## config.mk

```make
export PLATFORM = sky130hd
export DESIGN_NAME = prog_load_ctrl
export DESIGN_NICKNAME = d
export VERILOG_FILES = /design/src/rtl/prog_load_ctrl.sv
export SDC_FILE = /design/constraint.sdc
export NUM_CORES = 1
export LEC_CHECK = 0
export CAP_MARGIN = 20
export CORE_UTILIZATION = 52
export CTS_BUF_LIST = sky130_fd_sc_hd__clkbuf_8
export CTS_CLUSTER_SIZE = 40
export DETAILED_ROUTE_END_ITERATION = 6
export PLACE_DENSITY = 0.84
export SETUP_SLACK_MARGIN = 0.05
export SLEW_MARGIN = 15
export SYNTH_ARGS = -nofsm -noshare
export SYNTH_HDL_FRONTEND = slang
export SYNTH_SLANG_ARGS = --single-unit
```

## constraint.sdc

```tcl
create_clock -name clk -period 4.9 [get_ports clk]
set_input_delay 0.49 -clock clk [delete_from_list [all_inputs] [get_ports clk]]
set_output_delay 0.49 -clock clk [all_outputs]
set_load 0.005 [all_outputs]
```

## src/rtl/prog_load_ctrl.sv

```systemverilog
// prog_load_ctrl: streams program words from a host into memory while holding the CPU in
// reset, then releases the CPU once every word has been written.
//
// Ports:
//   clk, reset          clock and asynchronous active-high reset
//   load_start          one-cycle load request; load_base/load_count sampled with it
//   abort               cancels a load in progress (LOAD or DRAIN only)
//   host_valid/ready    host word handshake, host_data carries the word
//   mem_we/addr/wdata/be registered memory write port, one word per cycle
//   cpu_reset           high except in RUN
//   load_done/load_err  sticky status of the most recent request
module prog_load_ctrl #(
    parameter int unsigned DATA_W     = 32,
    parameter int unsigned ADDR_W     = 32,
    parameter int unsigned FIFO_DEPTH = 4,
    parameter int unsigned MAX_WORDS  = 1024,
    parameter int unsigned CNT_W      = 16
) (
    input  logic                clk,
    input  logic                reset,
    input  logic                load_start,
    input  logic [ADDR_W-1:0]   load_base,
    input  logic [CNT_W-1:0]    load_count,
    input  logic                abort,
    input  logic                host_valid,
    input  logic [DATA_W-1:0]   host_data,
    output logic                host_ready,
    output logic                mem_we,
    output logic [ADDR_W-1:0]   mem_addr,
    output logic [DATA_W-1:0]   mem_wdata,
    output logic [DATA_W/8-1:0] mem_be,
    output logic                cpu_reset,
    output logic                load_done,
    output logic                load_err
);

    localparam int unsigned BYTES = DATA_W / 8;
    localparam int unsigned PTR_W = (FIFO_DEPTH > 1) ? $clog2(FIFO_DEPTH) : 1;
    localparam logic [CNT_W-1:0]  MAX_CNT   = CNT_W'(MAX_WORDS);
    localparam logic [ADDR_W-1:0] ADDR_STEP = ADDR_W'(BYTES);
    localparam logic [PTR_W:0]    OCC_FULL  = (PTR_W + 1)'(FIFO_DEPTH);

    typedef enum logic [1:0] {StIdle, StLoad, StDrain, StRun} state_e;

    state_e state_q, state_d;

    logic [DATA_W-1:0] fifo_mem [FIFO_DEPTH];
    logic [PTR_W-1:0]  wr_ptr_q, rd_ptr_q;
    logic [PTR_W:0]    occ_q;
    logic [CNT_W-1:0]  count_q, accepted_q, written_q;
    logic [ADDR_W-1:0] addr_next_q;
    logic              mem_we_q;
    logic [ADDR_W-1:0] mem_addr_q;
    logic [DATA_W-1:0] mem_wdata_q;
    logic              done_q, err_q;

    logic fifo_full, fifo_empty, in_xfer, do_abort, start_ev, start_zero, start_big;
    logic push, pop;

    assign fifo_full  = (occ_q == OCC_FULL);
    assign fifo_empty = (occ_q == '0);
    assign in_xfer    = (state_q == StLoad) || (state_q == StDrain);
    assign do_abort   = abort && in_xfer;
    // RUN re-enters the IDLE start handling directly
    assign start_ev   = load_start && ((state_q == StIdle) || (state_q == StRun));
    assign start_zero = (load_count == '0);
    assign start_big  = (load_count > MAX_CNT);
    assign push       = host_valid && host_ready && !do_abort;
    // Pop is based on current occupancy, so a word pushed this cycle pops next cycle
    assign pop        = in_xfer && !fifo_empty && !abort;

    // State register
    always_ff @(posedge clk or posedge reset) begin
        if (reset) begin
            state_q <= StIdle;
        end else begin
            state_q <= state_d;
        end
    end

    // Next-state logic
    always_comb begin
        state_d = state_q;
        unique case (state_q)
            StIdle, StRun: begin
                if (load_start) begin
                    if (start_big)       state_d = StIdle;
                    else if (start_zero) state_d = StRun;
                    else                 state_d = StLoad;
                end
            end
            StLoad: begin
                if (abort) begin
                    state_d = StIdle;
                end else if (host_valid && host_ready &&
                             (accepted_q + CNT_W'(1)) == count_q) begin
                    state_d = StDrain;
                end
            end
            StDrain: begin
                if (abort) begin
                    state_d = StIdle;
                end else if (fifo_empty && written_q == count_q) begin
                    state_d = StRun;
                end
            end
            default: state_d = StIdle;
        endcase
    end

    // Outputs
    always_comb begin
        cpu_reset  = (state_q != StRun);
        host_ready = (state_q == StLoad) && !fifo_full && (accepted_q < count_q);
        mem_we     = mem_we_q;
        mem_addr   = mem_addr_q;
        mem_wdata  = mem_wdata_q;
        mem_be     = {BYTES{mem_we_q}};
        load_done  = done_q;
        load_err   = err_q;
    end

    // FIFO storage needs no reset; occupancy tracking guards every read
    always_ff @(posedge clk) begin
        if (push) begin
            fifo_mem[wr_ptr_q] <= host_data;
        end
    end

    // Datapath: counters, FIFO pointers, registered write port, status flags
    always_ff @(posedge clk or posedge reset) begin
        if (reset) begin
            wr_ptr_q    <= '0;
            rd_ptr_q    <= '0;
            occ_q       <= '0;
            count_q     <= '0;
            accepted_q  <= '0;
            written_q   <= '0;
            addr_next_q <= '0;
            mem_we_q    <= 1'b0;
            mem_addr_q  <= '0;
            mem_wdata_q <= '0;
            done_q      <= 1'b0;
            err_q       <= 1'b0;
        end else begin
            mem_we_q <= 1'b0;
            if (start_ev) begin
                count_q     <= load_count;
                accepted_q  <= '0;
                written_q   <= '0;
                addr_next_q <= load_base;
                done_q      <= start_zero;
                err_q       <= start_big;
            end
            if (do_abort) begin
                wr_ptr_q <= '0;
                rd_ptr_q <= '0;
                occ_q    <= '0;
                err_q    <= 1'b1;
            end else begin
                if (push) begin
                    wr_ptr_q   <= wr_ptr_q + PTR_W'(1);
                    accepted_q <= accepted_q + CNT_W'(1);
                end
                if (pop) begin
                    rd_ptr_q    <= rd_ptr_q + PTR_W'(1);
                    written_q   <= written_q + CNT_W'(1);
                    addr_next_q <= addr_next_q + ADDR_STEP;
                    mem_we_q    <= 1'b1;
                    mem_addr_q  <= addr_next_q;
                    mem_wdata_q <= fifo_mem[rd_ptr_q];
                end
                if (push && !pop)      occ_q <= occ_q + (PTR_W + 1)'(1);
                else if (pop && !push) occ_q <= occ_q - (PTR_W + 1)'(1);
            end
            if (state_q == StDrain && state_d == StRun) begin
                done_q <= 1'b1;
            end
        end
    end

endmodule

```

; ---- Yosys cells after proc, flatten, opt, wreduce, memory -nomap -nowiden
; Memory sizes are Yosys's and may differ from the RTL's. A register that Yosys moved wholly into a read port is not among the register bits.
; Index checks and enable logic that the tools add are counted.
[totals]
ff_bits = 124
ram_bits = 128
inputBits = 85
output_inout_bits = 73
word_cells = 94
n_memories = 1
[mem_list]
columns = memory, words, width, read_ports, rd_ports_with_merged_regs, wr, line
row1 = fifo_mem, 4, 32, 1, 1, 1, 47  ; logic [DATA_W-1:0] fifo_mem [FIFO_DEPTH];
[classes]
addsub = 7
n_lt_le_gt_ge = 2
eq_ne = 8
n_mux = 32
bitwise_logic = 1
reduce_logical = 31
[ops]
columns = op, count
row1 = 2-to-1 mux 16 bit, 6
row2 = 2-to-1 mux 32 bit, 3
row3 = "adder 16 x 1 -> 16 bit, second input constant", 2
row4 = "adder 32 x 3 -> 32 bit, second input constant", 1
row5 = equality test 16 bit, 2
row6 = 2-to-1 mux 2 bit, 11
row7 = "> comparator 16 x 11 -> 1 bit, second input constant", 1
row8 = zero test 16 bit, 1
row9 = < comparator 16 bit, 1
row10 = logical AND 1 bit, 13
row11 = 2-to-1 mux 3 bit, 3
row12 = 2-to-1 mux 1 bit, 8
row13 = nonzero test 2 bit, 4
row14 = "equality test 2 bit, second input constant", 3
row15 = zero test 1 bit, 6
row16 = case mux 2 bit (3 select lines), 1
row17 = "adder 2 x 1 -> 2 bit, second input constant", 2
row18 = "adder 3 x 1 -> 3 bit, second input constant", 1
row19 = "equality test 3 bit, second input constant", 1
row20 = zero test 3 bit, 1
row21 = nonzero test 3 bit, 1
row22 = "subtractor 3 x 1 -> 3 bit, second input constant", 1
row23 = "equality test 2 x 1 -> 1 bit, second input constant", 1
row24 = zero test 2 bit, 1
row25 = other kinds (5), 6

; ---- Logic depth before layout (Yosys ltp)
; Gate-level depths: netlist (run 1).
[logic_depth]
depth_word = 12
depth_mapped = 14
ltp_nobuf = 12

; ---- Worst setup path after synthesis (run 1)
; No wires, ideal clock.
[synth_timing]
path_kind = reg2reg
start = register count_q[13]
end = memory fifo_mem[0][0] (enable)
setup_ns = 0.392
arrival_time_ns = 2.859
required_time_ns = 4.508
setup_slack_ns = 1.649
path_stages_with_launch = 10
n_path_buf = 1
period_less_slack_ns = 3.251
cell_sequence = dfrtp_1 -> inv_1 -> ha_1 -> a211oi_1 -> o2111ai_1 -> a211oi_1 -> nand2_1 -> nor2_1 -> clkbuf_1 -> and2_1
[synth_between]
elab_chain_len = 6
[synth_lines]
columns = item, line
row1 = "start, declared", 50  ; logic [CNT_W-1:0] count_q, accepted_q, written_q;
row2 = "start signal, assigned", 148  ; count_q <= load_count;
row3 = < comparator 16 bit, 114  ; host_ready = (state_q == StLoad) && !fifo_full && (accepted_q < count_q);
row4 = logical AND 1 bit, 114
row5 = logical AND 1 bit (2 in series), 68  ; assign push = host_valid && host_ready && !do_abort;
row6 = 2-to-1 mux 1 bit, 125  ; if (push) begin
row7 = 2-to-1 mux 1 bit (implied by the code), 126  ; fifo_mem[wr_ptr_q] <= host_data;
row8 = "end, declared", 47
; No other way between the ends.

; ---- Worst setup path after layout (run 1)
[layout_timing]
start = register accepted_q[4]
end = memory fifo_mem[3][21] (enable)
[layout_between]
elab_chain_len = 6
[layout_lines]
columns = item, line
row1 = "start, declared", 50
row2 = "start signal, assigned", 163  ; accepted_q <= accepted_q + CNT_W'(1);
row3 = < comparator 16 bit, 114
row4 = logical AND 1 bit, 114
row5 = logical AND 1 bit (2 in series), 68
row6 = 2-to-1 mux 1 bit, 125
row7 = 2-to-1 mux 1 bit (implied by the code), 126
; No other way between the ends.

==> results of run 1 <==
[metrics by stage]
stage                     hold slack [ns]  setup slack [ns]  util (%)  cells  cell area, sq um
after global routing               0.4851            0.8091     64.05   1630             15530
after detailed placement           0.4614             1.196     60.43   1546             14650
final                              0.4263             1.108     64.05   1630             15530
after global placement             0.4590             1.311     60.43   1546             14650
after CTS                          0.4510             1.161     64.05   1630             15530
after floorplan                    0.4386            0.2035         -   1118             12850
[how the worst max path moves through the flow]
stage / to / slack (ns) / cells after the start
final: fifo_mem[3][21] / 1.11 / 7
after global routing: fifo_mem[0][24] / 0.81 / 8
after CTS: fifo_mem[3][11] / 1.16 / 8
after detailed placement: fifo_mem[0][22] / 1.20 / 8
after global placement: fifo_mem[0][21] / 1.31 / 7
after floorplan: accepted_q[0] / 0.20 / 1
[metal layers]
metal  wire, um  vias to the layer above  GRT usage (%)
li1           -                     4322              -
met1      12990                     4538          33.49
met4        784                        0          8.217
met3       1873                       59          3.751
met2      14460                      344          39.51
met5          0                        -              0
[registers in the layout, indices dropped and copies added (netlist names)]
name and cells:
accepted_q 16, addr_next_q 32, count_q 16, fifo_mem 128
load_done 1, load_err 1, mem_addr 32, mem_wdata 32
mem_we 1, occ_q 3, rd_ptr_q 2, state_q 2
wr_ptr_q 2, written_q 16
[final cells by class]
cell class	instances	area, sq um	share of cell area [%]
clock buffers	48	660.6	4.254
well taps	324	405.4	2.610
inverters	39	151.4	0.9749
flip-flops and latches	284	7749	49.90
clock inverters	36	215.2	1.386
repair buffers	166	1652	10.63
multi-input cells	733	4697	30.24
[kinds of logic after synthesis]
| kind of cell | count (synthesis) | share of synthesized area, % |
|---|---|---|
| AND/OR/NAND/NOR | 441 | 15.69 |
| flip-flops | 284 | 60.27 |
| AO/OA/AOI/OAI | 192 | 9.598 |
| buffers and inverters | 101 | 3.290 |
| XOR/XNOR | 37 | 2.521 |
| multiplexers | 36 | 5.938 |
| adder cells (fa/ha/maj) | 27 | 2.687 |
[cells in the final DEF, fill, tap and decap left out, drive strengths merged, types with 5 or more instances in the layout]
master | synthesis | final
a2111oi | 5 | 5
a211oi | 13 | 13
a21oi | 26 | 26
a221o | 8 | 8
a31oi | 6 | 6
and2 | 10 | 10
and3 | 15 | 15
and4 | 7 | 7
buf | 22 | 9
clkbuf | 40 | 48
clkdlybuf4s50 | 0 | 157
clkinv | 0 | 6
dfrtp | 156 | 156
edfxtp | 128 | 128
ha | 26 | 26
inv | 39 | 66
mux4 | 32 | 32
nand2 | 264 | 264
nand2b | 6 | 6
nand3 | 41 | 41
nand4 | 12 | 12
nor2 | 43 | 43
nor2b | 6 | 6
nor3 | 15 | 15
o211ai | 10 | 10
o21ai | 82 | 82
o22ai | 5 | 5
o311ai | 5 | 5
o31ai | 10 | 10
xnor2 | 28 | 28
xor2 | 9 | 9
[where the power goes]
part           internal (W)  switching (W)
clock               0.00102       0.000927
combinational      0.000140       0.000149
sequential          0.00253      0.0000505
==> impl_metrics.env, run 1 <==
export IMPL_crit_path_start="accepted_q[4]"
export IMPL_worstMarginPinSlew_ns=1.046
export IMPL_grt_overflow=0
export IMPL_required_ns=5.06
export IMPL_die_height_um=159.2
export IMPL_avgSynthCellArea_sq_um=11.50
export IMPL_die_w_um=159.2
export IMPL_core_area_sq_um=24250
export IMPL_fmax_mhz=263.7
export IMPL_cp_end_kind="flop"
export IMPL_drive_above_1_share_pct=9.495
export IMPL_outcome="finished clean"
export IMPL_grt_max_degree=83
export IMPL_yosys_area_top_type="dfrtp_1"
export IMPL_drv_cap=0
export IMPL_syn_num_nets=1230
export IMPL_r2r_slack_ns=1.11
export IMPL_vias=9263
export IMPL_cts_buffers=46
export IMPL_insertion_delay_ns=0.55
export IMPL_synthToLayoutAreaGrowth_pct=20.82
export IMPL_fin_nets=1382
export IMPL_finalSetupViolations=0
export IMPL_post_cts_setup_buffers=0
export IMPL_synth_ff_type="dfrtp_1"
export IMPL_finClkSkew_ns=0.01807
export IMPL_cts_tree="done"
export IMPL_ys_top_cells_by_count="nand2_1 (264), dfrtp_1 (156), edfxtp_1 (128)"
export IMPL_critPathTopFamily="simple AND/OR/NAND/NOR gates"
export IMPL_cpMaxStageDelayCell="and2_2"
export IMPL_cts_resized_gates=0
export IMPL_hold_viol=0
export IMPL_clock_sinks=284
export IMPL_crit_fanout=32
export IMPL_r2r_end="fifo_mem[3][21]"
export IMPL_diodes=0
export IMPL_setup_worst_path_start_class="flop"
export IMPL_grt_pass1_vias=9292
export IMPL_dp_hpwl_um=20140
export IMPL_fp_row_count=57
export IMPL_arrival_ns=3.95
export IMPL_critPathBufInv=0
export IMPL_initial_core_util_pct=53.01
export IMPL_p_per_area_nw_per_um2=310.3
export IMPL_antenna_found_initial=0
export IMPL_ys_seq_area_share_pct=60.27
export IMPL_grtUsageTotal_pct=24.25
export IMPL_slew_violations=0
export IMPL_leakage_nw=6.343
export IMPL_wl_um=30110
export IMPL_drc_errors=0
export IMPL_worstSetupPathType="reg -> reg"
export IMPL_viasPerCell=5.683
export IMPL_die_area_sq_um=25350
export IMPL_synthTopCellsByArea="dfrtp_1 (30%), edfxtp_1 (30%), nand2_1 (7.7%), mux4_2 (5.6%), o21ai_0 (3.2%)"
export IMPL_htreeDepth=2
export IMPL_ys_ff_latch=284
export IMPL_num_fill_cells=1898
export IMPL_max_clock_path_buffers=3
export IMPL_ys_types=67
export IMPL_postSynthCellCount=1118
export IMPL_port_buffers=157
export IMPL_yosys_warnings=0
export IMPL_first_pass_iters=5
export IMPL_fin_crit_ns=3.792
export IMPL_drtIter0Drc=860
export IMPL_rsz0062_at_grt="false"
export IMPL_synth_edf_count=128
export IMPL_synth_area_sq_um=12850
export IMPL_grt_pass1_wl_um=48700
export IMPL_gp_congestion=0.9440
export IMPL_irDropWorstVdd_v=0.0002072
export IMPL_cpPeakStageDelay_ns=0.84
export IMPL_hp_class="in -> async"
export IMPL_ant_nets=0
export IMPL_cts_hold_buffers_added=0
export IMPL_final_setup_tns_ns=0
export IMPL_clkTransAtPathRegs_ns=0.06
export IMPL_routedWlPerCell_um=18.47
export IMPL_ios=158
export IMPL_max_slew_margin_pct=30.02
export IMPL_r2r_start="accepted_q[4]"
export IMPL_cp_cell_sequence="ha_1 -> a211oi_1 -> o21ai_0 -> o211ai_1 -> nand2_1 -> nor2_1 -> and2_2"
export IMPL_clockRootBuffer="clkbuf_8"
export IMPL_period_share_pct=77.39
export IMPL_total_power_w=0.004819
export IMPL_async_reset_ff_share_pct=54.93
export IMPL_yosysMostFrequentCell="nand2_1"
export IMPL_yosysTopAreaCellShare_pct=30.37
export IMPL_r2r_cells=7
Note: power is estimated with default switching activity, not from simulation.
==> run 2: changes to the inputs <==
clock period = 3.05 ns   (was 4.9 ns; I/O delays follow)
==> run 2 against run 1 <==
- total power is 65% higher
- clock power is 71% higher
- worst setup slack worse by 0.89 ns
- first-iteration DRC count is 16% lower
- critical path depth is 4 higher
- clock skew is 0.017 ns higher
- utilization is 1.6 points higher
- final area is 2.6% higher
- via count is 2.1% higher
- critical path type unchanged
- largest cell class unchanged
==> impl_metrics.env, run 2 (synthesis results as in run 1) <==
export IMPL_outcome="finished clean"
export IMPL_wl_um=30890
export IMPL_finalSetupViolations=0
export IMPL_viasPerCell=5.709
export IMPL_insertion_delay_ns=0.57
export IMPL_core_area_sq_um=24250
export IMPL_first_pass_iters=6
export IMPL_port_buffers=157
export IMPL_regMostFlops="fifo_mem"
export IMPL_grtUsageTotal_pct=25.05
export IMPL_die_area_sq_um=25350
export IMPL_synthToLayoutAreaGrowth_pct=23.93
export IMPL_cts_buffers=45
export IMPL_antenna_found_initial=0
export IMPL_critPathBufInv=2
export IMPL_drv_cap=0
export IMPL_vias=9459
export IMPL_worstMarginPinSlew_ns=0.9072
export IMPL_cts_tree="done"
export IMPL_die_w_um=159.2
export IMPL_final_setup_tns_ns=0
export IMPL_p_per_area_nw_per_um2=500.1
export IMPL_ios=158
export IMPL_drtIter0Drc=724
export IMPL_max_clock_path_buffers=3
export IMPL_mostFrequentLayoutCell="nand2_1"
export IMPL_max_slew_margin_pct=39.52
export IMPL_irDropWorstVdd_v=0.0003674
export IMPL_grt_pass1_vias=9710
export IMPL_cts_hold_buffers_added=0
export IMPL_critPathTopFamily="compound AO/OA/AOI/OAI gates"
export IMPL_cpMaxStageDelayCell="a2111oi_4"
export IMPL_largest_reg_flops=128
export IMPL_gp_congestion=0.9276
export IMPL_die_height_um=159.2
export IMPL_grt_overflow=0
export IMPL_period_share_pct=92.96
export IMPL_fp_row_count=57
export IMPL_diodes=0
export IMPL_fin_crit_ns=2.835
export IMPL_required_ns=3.46
export IMPL_drive_above_1_share_pct=13.05
export IMPL_dp_cells=1570
export IMPL_grt_max_degree=157
export IMPL_placed_area_sq_um=14900
export IMPL_clkTransAtPathRegs_ns=0.07
export IMPL_crit_fanout=4
export IMPL_leakage_nw=6.528
export IMPL_r2r_start="count_q[2]"
export IMPL_ant_nets=0
export IMPL_drc_errors=0
export IMPL_cp_cell_sequence="inv_1 -> ha_1 -> a21oi_1 -> a21oi_1 -> o211ai_1 -> buf_4 -> o211ai_1 -> a2111oi_4 -> and4bb_1 -> nor3_1 -> a31o_1"
export IMPL_routedWlPerCell_um=18.64
export IMPL_grt_pass1_wl_um=50310
export IMPL_fmax_mhz=352.7
export IMPL_slew_violations=0
export IMPL_rsz0062_at_grt="true"
export IMPL_hp_class="in -> async"
export IMPL_initial_core_util_pct=53.01
export IMPL_fin_nets=1410
export IMPL_clockRootBuffer="clkbuf_8"
export IMPL_fin_cells=1657
export IMPL_worstSetupPathType="reg -> reg"
export IMPL_dp_hpwl_um=20760
export IMPL_arrival_ns=3.25
export IMPL_cpPeakStageDelay_ns=0.47
export IMPL_crit_path_start="count_q[2]"
export IMPL_mostFrequentLayoutCells="nand2_1 (264), clkdlybuf4s50_1 (156), dfrtp_1 (153)"
export IMPL_cp_end_kind="flop"
export IMPL_htreeDepth=2
export IMPL_total_power_w=0.007965
export IMPL_finClkSkew_ns=0.03457
export IMPL_hold_viol=0
export IMPL_fin_area_sq_um=15930
export IMPL_setup_worst_path_start_class="flop"
export IMPL_clock_sinks=284
==> run 2: changes by cell type in the layout (fill, tap and decap cells not counted), sizes merged <==
| cell | before | now |
|---|---|---|
| clkdlybuf4s50 | 157 | 156 |
| dlymetal6s2s | 0 | 1 |
| clkbuf | 48 | 53 |
| inv | 66 | 53 |
| bufinv | 2 | 3 |
| clkinvlp | 1 | 2 |
| buf | 9 | 38 |
| clkinv | 6 | 10 |
==> run 2: cell type report <==
class	count	area, sq um
Sequential cell	284	7751
Clock inverter	29	222.7
Fill cell	1861	8319
Inverter	39	150.1
Multi-Input combinational cell	733	4736
Tap cell	324	405.4
Timing Repair Buffer	195	1934
Clock buffer	53	729.5
==> run 2: final timing paths <==
check,slack (ns),to,cells after the start
max in group asynchronous,1.95,count_q[5],3
worst max-delay path,0.21,load_done,11
worst min-delay path,0.32,mem_addr[14],3
worst min register to register,0.47,mem_addr[18],2
min in group clk,0.34,addr_next_q[14],3
worst max register to register,0.21,load_done,11
==> run 2: stage by stage <==
step / setup slack [ns] / hold WS, ns / util (%)
floorplan: 0.05970 / 0.4039 / -
global route: 0.01652 / 0.3479 / 65.69
detailed placement: 0.1382 / 0.4620 / 61.43
global placement: 0.2411 / 0.4596 / 61.43
finish: 0.2148 / 0.3197 / 65.69
CTS: 0.06399 / 0.3089 / 65.45
==> run 2: timing repair <==
action / CTS / global route
setup buffers: 3 / 2
pin swaps: 1 / 5
resized for setup: 0 / 14
endpoints found under the setup margin: 1 / 146
gates cloned: 0 / 0
==> run 2: power by group <==
part | internal [W] | switching [W]
Clock | 0.00185 | 0.00148
Sequential | 0.00407 | 0.0000825
Combinational | 0.000237 | 0.000245
==> run 2: layer usage <==
layer / vias up / global-route usage [%] / wire (um)
met5: - / 0 / 0
met4: 0 / 10.49 / 989
met3: 70 / 4.168 / 1858
met2: 356 / 41.01 / 14870
met1: 4652 / 33.38 / 13170
li1: 4381 / - / -
==> run 2: worst register-to-register path, cell delays in order (launching register included) <==
cell       delay (ns)
dfrtp_1          0.45
inv_1            0.08
ha_1             0.31
a21oi_1          0.16
a21oi_1          0.10
o211ai_1         0.28
buf_4            0.18
o211ai_1         0.12
a2111oi_4        0.47
and4bb_1         0.25
nor3_1           0.07
a31o_1           0.23
==> run 3: changes to the inputs <==
CORE_ASPECT_RATIO = 1.25   (was unset)
==> run 3 against run 2 <==
- highest routed layer unchanged
- register-to-register slack better by 0.02 ns
- total power decreased by 5.8%
- worst setup slack worse by 0.048 ns
- flip-flop and latch count did not move
- first-iteration DRC count shrank 7.7%
- clock power decreased by 14%
- maximum frequency is 1.7% lower
- die area about the same
- clock skew fell by 0.012 ns
- combinational power grew 3%
==> impl_metrics.env, run 3 (synthesis results as in run 1) <==
export IMPL_largest_reg_flops=128
export IMPL_final_setup_tns_ns=0
export IMPL_register_area_sq_um=7751
export IMPL_dp_cells=1576
export IMPL_clock_sinks=284
export IMPL_core_area_sq_um=23960
export IMPL_vias=9487
export IMPL_drtIter0Drc=668
export IMPL_p_per_area_nw_per_um2=473.1
export IMPL_drive_above_1_share_pct=12.66
export IMPL_wl_um=31240
export IMPL_worstMarginPinSlew_ns=0.9586
export IMPL_max_slew_margin_pct=35.86
export IMPL_num_fill_cells=1832
export IMPL_mostFrequentLayoutCell="nand2_1"
export IMPL_mostFrequentLayoutCells="nand2_1 (264), clkdlybuf4s50_1 (157), dfrtp_1 (153)"
export IMPL_cts_tree="done"
export IMPL_period_share_pct=94.53
export IMPL_gp_congestion=0.9888
export IMPL_diodes=0
export IMPL_grt_pass1_vias=9450
export IMPL_slew_violations=0
export IMPL_rsz0062_at_grt="false"
export IMPL_irDropWorstVdd_v=0.0003971
export IMPL_dp_hpwl_um=21540
export IMPL_cpPeakStageDelay_ns=0.50
export IMPL_setup_ws_ns=0.1669
export IMPL_cpMaxStageDelayCell="clkdlybuf4s50_1"
export IMPL_setup_worst_path_start_class="flop"
export IMPL_required_ns=2.74
export IMPL_routedWlPerCell_um=18.82
export IMPL_hp_class="in -> async"
export IMPL_fin_nets=1418
export IMPL_die_area_sq_um=25360
export IMPL_worstSetupPathType="reg -> out"
export IMPL_finClkSkew_ns=0.02255
export IMPL_port_buffers=157
export IMPL_ios=158
export IMPL_regMostFlops="fifo_mem"
export IMPL_hold_viol=0
export IMPL_grtUsageTotal_pct=25.53
export IMPL_path_common_cell="a21oi_1"
export IMPL_initial_core_util_pct=53.64
export IMPL_drc_errors=0
export IMPL_fin_crit_ns=2.883
export IMPL_max_clock_path_buffers=3
export IMPL_synthToLayoutAreaGrowth_pct=23.40
export IMPL_grt_pass1_wl_um=49760
export IMPL_clkTransAtPathRegs_ns=0.06
export IMPL_insertion_delay_ns=0.55
export IMPL_grt_overflow=0
export IMPL_finalSetupViolations=0
export IMPL_drv_cap=0
export IMPL_cts_buffers=44
export IMPL_first_pass_iters=5
export IMPL_htreeDepth=2
export IMPL_die_w_um=142.6
export IMPL_multi_input_area_sq_um=4743
export IMPL_viasPerCell=5.715
export IMPL_crit_fanout=4
export IMPL_cp_end_kind="output port"
export IMPL_fin_cells=1660
export IMPL_cp_cell_sequence="inv_1 -> ha_1 -> a21oi_1 -> a21oi_1 -> o211ai_1 -> and2_4 -> clkdlybuf4s50_1"
export IMPL_antenna_found_initial=0
export IMPL_die_height_um=177.8
export IMPL_fmax_mhz=346.9
export IMPL_leakage_nw=6.493
export IMPL_place_ws_ns=0.1795
export IMPL_arrival_ns=2.58
export IMPL_fp_row_count=63
export IMPL_outcome="finished clean"
export IMPL_clockRootBuffer="clkbuf_8"
export IMPL_ant_nets=0
export IMPL_grt_max_degree=108
-- run 3: cell count changes in the layout (fill, tap and decap cells not counted), moves of 3 or more --
cell       before  now
clkbuf_8       53   47
bufinv_16       3    0
clkinv_1        0    4
inv_1          51   55
clkinv_2        7    3
buf_4          32   38
buf_12          6    9
-- run 3: what timing repair did --
item                                    CTS  global route
setup buffers                             5             4
pin swaps                                 2             5
endpoints found under the setup margin    1           145
hold buffers                              0             0
resized for setup                         0            13
-- run 3: final timing paths --
path	startpoint	slack [ns]	to	cells past startpoint
max	count_q[2]	0.17	host_ready	7
min	reset	0.26	mem_addr[24]	2
max reg2reg	accepted_q[0]	0.23	load_done	9
min reg2reg	mem_addr[17]	0.47	mem_addr[17]	2
max in group asynchronous	reset	2.06	mem_wdata[3]	3
min in group clk	load_count[0]	0.33	count_q[0]	3
-- run 3: through the flow --
stage          area [sq um]  util, %  total power [W]  hold WS [ns]
6_report              15860    66.19         0.007503        0.2578
5_1_grt               15860    66.19         0.007794        0.3015
4_1_cts               15780    65.87         0.007547        0.2727
3_5_place_dp          14970    62.48         0.004701        0.4611
3_3_place_gp          14970    62.48         0.004687        0.4581
2_1_floorplan         12860        -         0.004448        0.4039
-- run 3: report_power, final --
| group | total (W) | internal, W | switching, W |
|---|---|---|---|
| sequential | 0.00415 | 0.00407 | 0.0000811 |
| clock | 0.00286 | 0.00142 | 0.00144 |
| combinational | 0.000498 | 0.000247 | 0.000251 |
| total | 0.00750 | 0.00574 | 0.00177 |
-- run 3: final cells by class --
class                   count  area share (%)
clock buffers              47           4.078
clock inverters            28          0.7967
inverters                  39          0.9466
multi-input cells         733           29.90
flip-flops and latches    284           48.87
well taps                 325           2.564
repair buffers            204           12.84
-- run 3: per-layer routing --
layer	wire length, um	vias up	global-route usage (%)
li1	-	4387	-
met1	12580	4653	32.87
met2	15880	376	43.50
met3	1737	71	3.562
met4	1036	0	10.39
met5	0	-	0
-- run 3: critical path, delay by kind of cell (launching register included) --
kind | cells | cell delay, ns
buffers and inverters | 2 | 0.57
AOI/OAI and AO/OA | 3 | 0.52
DFF | 1 | 0.42
adders and majority gates | 1 | 0.31
and+or+nand+nor | 1 | 0.21
